`config.mk`:
```
export PLATFORM = sky130hd
export DESIGN_NAME = unidad_busqueda_flat
export DESIGN_NICKNAME = d
export VERILOG_FILES = /design/src/rtl/mips_pkg.sv /design/src/rtl/unidad_busqueda_if.sv /design/src/rtl/calc_siguiente_pc.sv /design/src/rtl/unidad_busqueda.sv /design/src/flat_wrapper.sv
export SDC_FILE = /design/constraint.sdc
export NUM_CORES = 1
export LEC_CHECK = 0
export ABC_AREA = 1
export BUFFER_PORTS_ARGS = -buffer_cell sky130_fd_sc_hd__buf_2
export CAP_MARGIN = 10
export CORE_ASPECT_RATIO = 1.75
export CORE_MARGIN = 5
export CORE_UTILIZATION = 30
export DETAILED_ROUTE_END_ITERATION = 8
export PLACE_DENSITY = 0.55
export SLEW_MARGIN = 0
export SYNTH_ARGS = -nofsm -noshare
export SYNTH_HDL_FRONTEND = slang
export SYNTH_HIERARCHICAL = 1
export SYNTH_SLANG_ARGS = --single-unit
```
`constraint.sdc`:
```
create_clock -name clk -period 6.4 [get_ports clk]
set_clock_uncertainty 0.15 [all_clocks]
set_input_delay 0 -clock clk [delete_from_list [all_inputs] [get_ports clk]]
set_output_delay 0 -clock clk [all_outputs]
set_load 0.1 [all_outputs]
```
`src/rtl/mips_pkg.sv`:
```
// Shared MIPS definitions: opcode constants, fetch FSM encoding and the
// default reset PC used by the instruction fetch unit.
package mips_pkg;

    // Primary opcode field values (instr[31:26]) decoded by the control unit
    localparam logic [5:0] OP_RTYPE = 6'b000000;
    localparam logic [5:0] OP_LW    = 6'b100011;
    localparam logic [5:0] OP_SW    = 6'b101011;
    localparam logic [5:0] OP_BEQ   = 6'b000100;
    localparam logic [5:0] OP_ADDI  = 6'b001000;
    localparam logic [5:0] OP_J     = 6'b000010;

    // Fetch FSM: REQ waits for the memory word, HOLD presents it to decode
    typedef enum logic [0:0] {
        ST_REQ  = 1'b0,
        ST_HOLD = 1'b1
    } fetch_state_t;

    // Default PC loaded on reset (word aligned)
    localparam logic [31:0] DEFAULT_RESET_PC = 32'h0000_0000;

endpackage

```
`src/rtl/unidad_busqueda_if.sv`:
```
// Bus bundle between the fetch unit, instruction memory and decode.
//
// Handshakes:
//   imem side : req/ack. The fetch unit holds imem_req=1 with a stable
//               imem_addr until a cycle with imem_ack=1; imem_rdata is
//               taken in that cycle. imem_ack while imem_req=0 is ignored.
//   decode side: valid/ready. instr_valid=1 keeps instr stable; a transfer
//               happens in a cycle where instr_valid && instr_ready, and
//               branch/jump/zero are sampled only in that cycle.
interface unidad_busqueda_if;

    logic        imem_req;
    logic [31:0] imem_addr;
    logic        imem_ack;
    logic [31:0] imem_rdata;

    logic [31:0] instr;
    logic [5:0]  opcode;
    logic        instr_valid;
    logic        instr_ready;
    logic        branch;
    logic        jump;
    logic        zero;

    // Fetch unit view
    modport master (
        output imem_req, imem_addr, instr, opcode, instr_valid,
        input  imem_ack, imem_rdata, instr_ready, branch, jump, zero
    );

    // Memory / datapath view
    modport slave (
        input  imem_req, imem_addr, instr, opcode, instr_valid,
        output imem_ack, imem_rdata, instr_ready, branch, jump, zero
    );

endinterface

```
`src/rtl/calc_siguiente_pc.sv`:
```
// Next-PC selection: jump over taken branch over sequential pc+4.
// Purely combinational so a pipelined fetch can reuse it as-is.
module calc_siguiente_pc (
    input  logic [31:0] pc,
    input  logic [31:0] instr,
    input  logic        branch,
    input  logic        jump,
    input  logic        zero,
    output logic [31:0] pc_sig
);

    logic [31:0] pc4;
    logic [31:0] br_off;
    logic        unused_opcode;

    assign pc4    = pc + 32'd4;
    assign br_off = {{14{instr[15]}}, instr[15:0], 2'b00};

    // Opcode bits play no part in target computation
    assign unused_opcode = ^instr[31:26];

    // Jump keeps the 256 MB region of pc+4; branch offset is word-scaled
    always_comb begin
        pc_sig = pc4;
        if (jump) begin
            pc_sig = {pc4[31:28], instr[25:0], 2'b00};
        end else if (branch && zero) begin
            pc_sig = pc4 + br_off;
        end
    end

endmodule

```
`src/rtl/unidad_busqueda.sv`:
```
// Instruction fetch unit: owns the PC, fetches one word per req/ack
// transaction and holds it for decode until the valid/ready handshake,
// where the control-unit decision selects the next PC.
module unidad_busqueda
    import mips_pkg::*;
#(
    parameter logic [31:0] RESET_PC = DEFAULT_RESET_PC
) (
    input  logic                clk,
    input  logic                rst,
    unidad_busqueda_if.master   bus,
    output logic [31:0]         pc,
    output logic [31:0]         retired,
    output fetch_state_t        estado
);

    fetch_state_t estado_q;
    fetch_state_t estado_d;
    logic [31:0]  pc_q;
    logic [31:0]  instr_q;
    logic [31:0]  retired_q;
    logic [31:0]  pc_sig;
    logic         take_word;
    logic         handshake;

    calc_siguiente_pc u_calc (
        .pc     (pc_q),
        .instr  (instr_q),
        .branch (bus.branch),
        .jump   (bus.jump),
        .zero   (bus.zero),
        .pc_sig (pc_sig)
    );

    // State register; reset always returns to REQ
    always_ff @(posedge clk) begin
        if (rst) begin
            estado_q <= ST_REQ;
        end else begin
            estado_q <= estado_d;
        end
    end

    // Next state: REQ leaves on ack, HOLD leaves on handshake
    always_comb begin
        estado_d = estado_q;
        case (estado_q)
            ST_REQ:  if (bus.imem_ack)    estado_d = ST_HOLD;
            ST_HOLD: if (bus.instr_ready) estado_d = ST_REQ;
            default: estado_d = ST_REQ;
        endcase
    end

    // Outputs and datapath enables; the request is masked while in reset
    always_comb begin
        bus.imem_req    = 1'b0;
        bus.instr_valid = 1'b0;
        take_word       = 1'b0;
        handshake       = 1'b0;
        case (estado_q)
            ST_REQ: begin
                bus.imem_req = ~rst;
                take_word    = bus.imem_ack;
            end
            ST_HOLD: begin
                bus.instr_valid = 1'b1;
                handshake       = bus.instr_ready;
            end
            default: begin
                bus.imem_req = 1'b0;
            end
        endcase
    end

    // PC, held instruction and retire counter; reset wins over ack/handshake
    always_ff @(posedge clk) begin
        if (rst) begin
            pc_q      <= RESET_PC;
            instr_q   <= 32'd0;
            retired_q <= 32'd0;
        end else begin
            if (take_word) begin
                instr_q <= bus.imem_rdata;
            end
            if (handshake) begin
                pc_q      <= pc_sig;
                retired_q <= retired_q + 32'd1;
            end
        end
    end

    assign bus.imem_addr = pc_q;
    assign bus.instr     = instr_q;
    assign bus.opcode    = instr_q[31:26];
    assign pc            = pc_q;
    assign retired       = retired_q;
    assign estado        = estado_q;

endmodule

```
`src/flat_wrapper.sv`:
```
// flat-port wrapper written by rule: the top's interface ports become plain ports
module unidad_busqueda_flat import mips_pkg::*;
#(
    parameter logic [31:0] RESET_PC = DEFAULT_RESET_PC
)
  (clk, rst, pc, retired, estado, bus_imem_req, bus_imem_addr, bus_instr, bus_opcode, bus_instr_valid, bus_imem_ack, bus_imem_rdata, bus_instr_ready, bus_branch, bus_jump, bus_zero);
  unidad_busqueda_if bus_i ();
  input  logic clk;
  input  logic rst;
  output logic [31:0] pc;
  output logic [31:0] retired;
  output fetch_state_t estado;
  output wire logic [$bits(bus_i.imem_req)-1:0] bus_imem_req;
  output wire logic [$bits(bus_i.imem_addr)-1:0] bus_imem_addr;
  output wire logic [$bits(bus_i.instr)-1:0] bus_instr;
  output wire logic [$bits(bus_i.opcode)-1:0] bus_opcode;
  output wire logic [$bits(bus_i.instr_valid)-1:0] bus_instr_valid;
  input wire logic [$bits(bus_i.imem_ack)-1:0] bus_imem_ack;
  input wire logic [$bits(bus_i.imem_rdata)-1:0] bus_imem_rdata;
  input wire logic [$bits(bus_i.instr_ready)-1:0] bus_instr_ready;
  input wire logic [$bits(bus_i.branch)-1:0] bus_branch;
  input wire logic [$bits(bus_i.jump)-1:0] bus_jump;
  input wire logic [$bits(bus_i.zero)-1:0] bus_zero;
  assign bus_imem_req = bus_i.imem_req;
  assign bus_imem_addr = bus_i.imem_addr;
  assign bus_instr = bus_i.instr;
  assign bus_opcode = bus_i.opcode;
  assign bus_instr_valid = bus_i.instr_valid;
  assign bus_i.imem_ack = bus_imem_ack;
  assign bus_i.imem_rdata = bus_imem_rdata;
  assign bus_i.instr_ready = bus_instr_ready;
  assign bus_i.branch = bus_branch;
  assign bus_i.jump = bus_jump;
  assign bus_i.zero = bus_zero;
  unidad_busqueda #(.RESET_PC(RESET_PC)) u_core (.clk(clk), .rst(rst), .bus(bus_i), .pc(pc), .retired(retired), .estado(estado));
endmodule
```
==> summary.md <==
| Metric | Value |
|---|---|
| # Max-Cap Violations | `0` |
| Routed Antenna Nets | `0` |
| Drt wl/cell | `18.0 microns` |
| Total Neg Setup Slack | `0 ps` |
| Fin crit share | `65.8%` |
| Unrepaired setup endpoints after global routing | `no` |
| Register area | `0.00194 sq mm` |
| Critical Path Start Type | `flip-flop` |
| Hold WS | `77.5 ps` |
| Gate power share | `34.8%` |
| Worst Tran Pin Value | `1130 ps` |
| Gates resized, CTS repair | `0` |
| Starting density of the core | `30.5%` |
| # DRC | `0` |
| Final count of hold timing violations | `0` |
| Clock Latency Late Sink | `380 ps` |
| DR pass1 iterations | `6` |
| Final setup viols | `0` |
| Sw power | `0.877 mW` |
| All-Layer GR Usage | `21.8%` |
| Top FF cell, synth | `dfxtp_1` |
| Synth Register Bits | `97` |
| Kind of cell adding the most delay to the critical path | `simple AND/OR/NAND/NOR gates` |
| P_leak | `5.17 nW` |
| DR vias/cell | `4.86` |
| Starting DRT DRC Count | `571` |
| DR vias | `9,070` |
| Crit path top cell by count | `nand2_1` |
| Final net count | `1,615` |
| Overflow after GRT | `0` |
| Max Fclk | `238 MHz` |
| Number of global-route vias before repair | `9,132` |
| Clock power share | `31.4%` |
| R2R Setup Slk | `2190 ps` |
| Synth Instances | `1,385` |
| M1 wire length | `12.4 mm` |
| Fillers | `2,991` |
| Slew Viols, Final | `0` |
| Ys async rst share | `0%` |
| Largest net degree at the start of global routing | `86` |
| Die area | `0.0306 sq mm` |
| Core Util, Final | `36.3%` |
| Count leader, synth | `nand2_1` |
| Core area | `0.0267 sq mm` |
| Post CTS Setup Buffer Count | `0` |
| Die span in x | `134 microns` |
| Synth area leaders | `dfxtp_1, nand2_1, nor2_1` |
| CTS Buf Count | `9` |
| CP Data Arrival Time | `4340 ps` |
| Multi-input gate area | `0.00506 sq mm` |
| Worst path slowest cell | `dfxtp_1` |
| Hold_buf cts | `34` |
| Mapped cell area | `0.00813 sq mm` |
| DR WL met3 | `1.48 mm` |
| PortBufs | `175` |
| Worst EP required | `6530 ps` |
| Crit-path cells | `ha_1 > nand2_1 > nor3_2 > nand4_1 > inv_1 > nand3_1 > xor2_1 > inv_1 > ha_1 > inv_1 > nor3_1 > nand2_1 > nor3_1 > nand2_1 > nand3_1 > nand2_1 > nand2_1 > nand2_1 > o21ai_0 > nor2_1` |
| Slew HR | `24.3%` |
| Max Buffers Root-to-Sink | `2` |
| Layout cells sized above 1 | `15.9%` |
| Count of different cell masters after synthesis | `40` |
| Global-route wire length before repair | `51.4 mm` |
| Internal power | `1.15 mW` |
| Area delta synth->final | `19.1%` |
| I/O pin total | `176` |
| CTS sink count | `97` |
| VDD IR-drop max | `143 uV` |
| Final WL | `33.6 mm` |
| Ant. Diodes | `0` |
| Mapped Nets | `1,463` |
| Initial antenna violation count | `0` |
| Leading area contributor after synthesis | `dfxtp_1` |
| YS warnings | `6` |
| CP Capture Type | `flip-flop` |
| HP Class | `input pin to flip-flop` |
| Uppermost layer routed | `met4` |
| DR WL met2 | `17.9 mm` |
| Sequential share of the synthesized area | `23.9%` |
| Post-synth top cells | `nand2_1, nor2_1, inv_1` |
| Cell area power density | `210 mW/mm^2` |
| EDFF count, synth | `0` |
| WP buf/inv | `3` |
| Power share of the sequential group | `33.9%` |
| Crit path kind | `flip-flop to flip-flop` |
| Sw Ratio | `43.2%` |
| Status | `complete, no violations` |
| Share of the synthesized area in the top cell type | `23.9%` |
| Worst path max stage delay | `560 ps` |
| Fin crit period | `4210 ps` |
| Avg Inst Size Synth | `5.87 sq um` |
| CTS clk-pin slew, worst paths | `80 ps` |
| TritonCTS clock tree | `yes` |
| Root Driver | `clkbuf_16` |
| Floorplan row count | `79` |
| Die Y | `228 microns` |
| CTS H-Tree Depth | `3` |
| Placer Congestion | `0.964` |
| Dpl hpwl | `26.2 mm` |
| Crit-path max FO | `9` |
==> kinds of logic after synthesis <==
family | count (synthesis) | share of synthesized area (%)
and+or+nand+nor | 810 | 43.2
buffers and inverters | 257 | 13.9
AOI/OAI and AO/OA | 156 | 10.2
xor gates and xnor gates | 26 | 2.80
DFF | 97 | 23.9
adders and majority gates | 39 | 6.09
==> metal layers <==
metal  vias to the layer above  track usage, %
met5                         -               0
met4                         0            12.1
met3                        69            3.44
met2                       265            41.4
met1                      4131            22.2
li1                       4605               -
==> placed cells by master (no fill, tap or decap), drive strengths merged, types with 7 or more instances in the layout <==
cell         count
dlygate4sd3     34
dfxtp           97
clkbuf          13
a21oi           47
nand4           22
xor2            20
nor3            12
nor2           284
a31oi           12
ha              38
nand2          375
inv            183
o21ai           86
nand3           92
or2              7
and2             9
buf            180
==> per-stage QoR <==
step,worst slack (ps),power (mW),cell area (sq um),instances
after floorplan,2550,1.26,8130,1385
after CTS,2150,2.06,9680,1865
final,2190,2.03,9680,1865
after global placement,2080,1.39,9010,1816
after global routing,1900,2.12,9680,1865
after detailed placement,2160,1.39,9010,1816
==> tightest hold or removal path, delay by kind of cell <==
kind	cells	cell delay, ps
compound gates	1	80
buf+inv	1	260
simple gates	2	230
==> area by class of cell <==
class                   instances  share of cell area [%]
clock buffers                  13                    2.79
flip-flops and latches         97                    20.1
clock inverters                 2                   0.620
inverters                     184                    7.13
well taps                     324                    4.19
repair buffers                214                    12.9
multi-input cells            1031                    52.3
==> power by group through the flow <==
stage	sequential (mW)	combinational, mW	clock, mW
floorplan	0.904	0.358	0
detailed placement	0.703	0.688	0
finish	0.688	0.706	0.637
global route	0.695	0.751	0.678
CTS	0.689	0.706	0.666
global placement	0.702	0.689	0
==> state kept, by name, indices dropped and copies added, names as in the netlist <==
name                  count
u_core/estado             1
u_core/bus.imem_addr     32
u_core/bus.instr         32
u_core/retired           32
==> final timing paths <==
kind | from | endpoint | cells past startpoint
setup / recovery | u_core/bus.imem_addr[2] | u_core/bus.imem_addr[30] | 20
hold reg to reg | u_core/retired[5] | u_core/retired[5] | 2
setup reg to reg | u_core/bus.imem_addr[2] | u_core/bus.imem_addr[30] | 20
hold / removal | bus_jump | u_core/bus.imem_addr[1] | 4
Note: power is estimated with default switching activity, not from simulation.
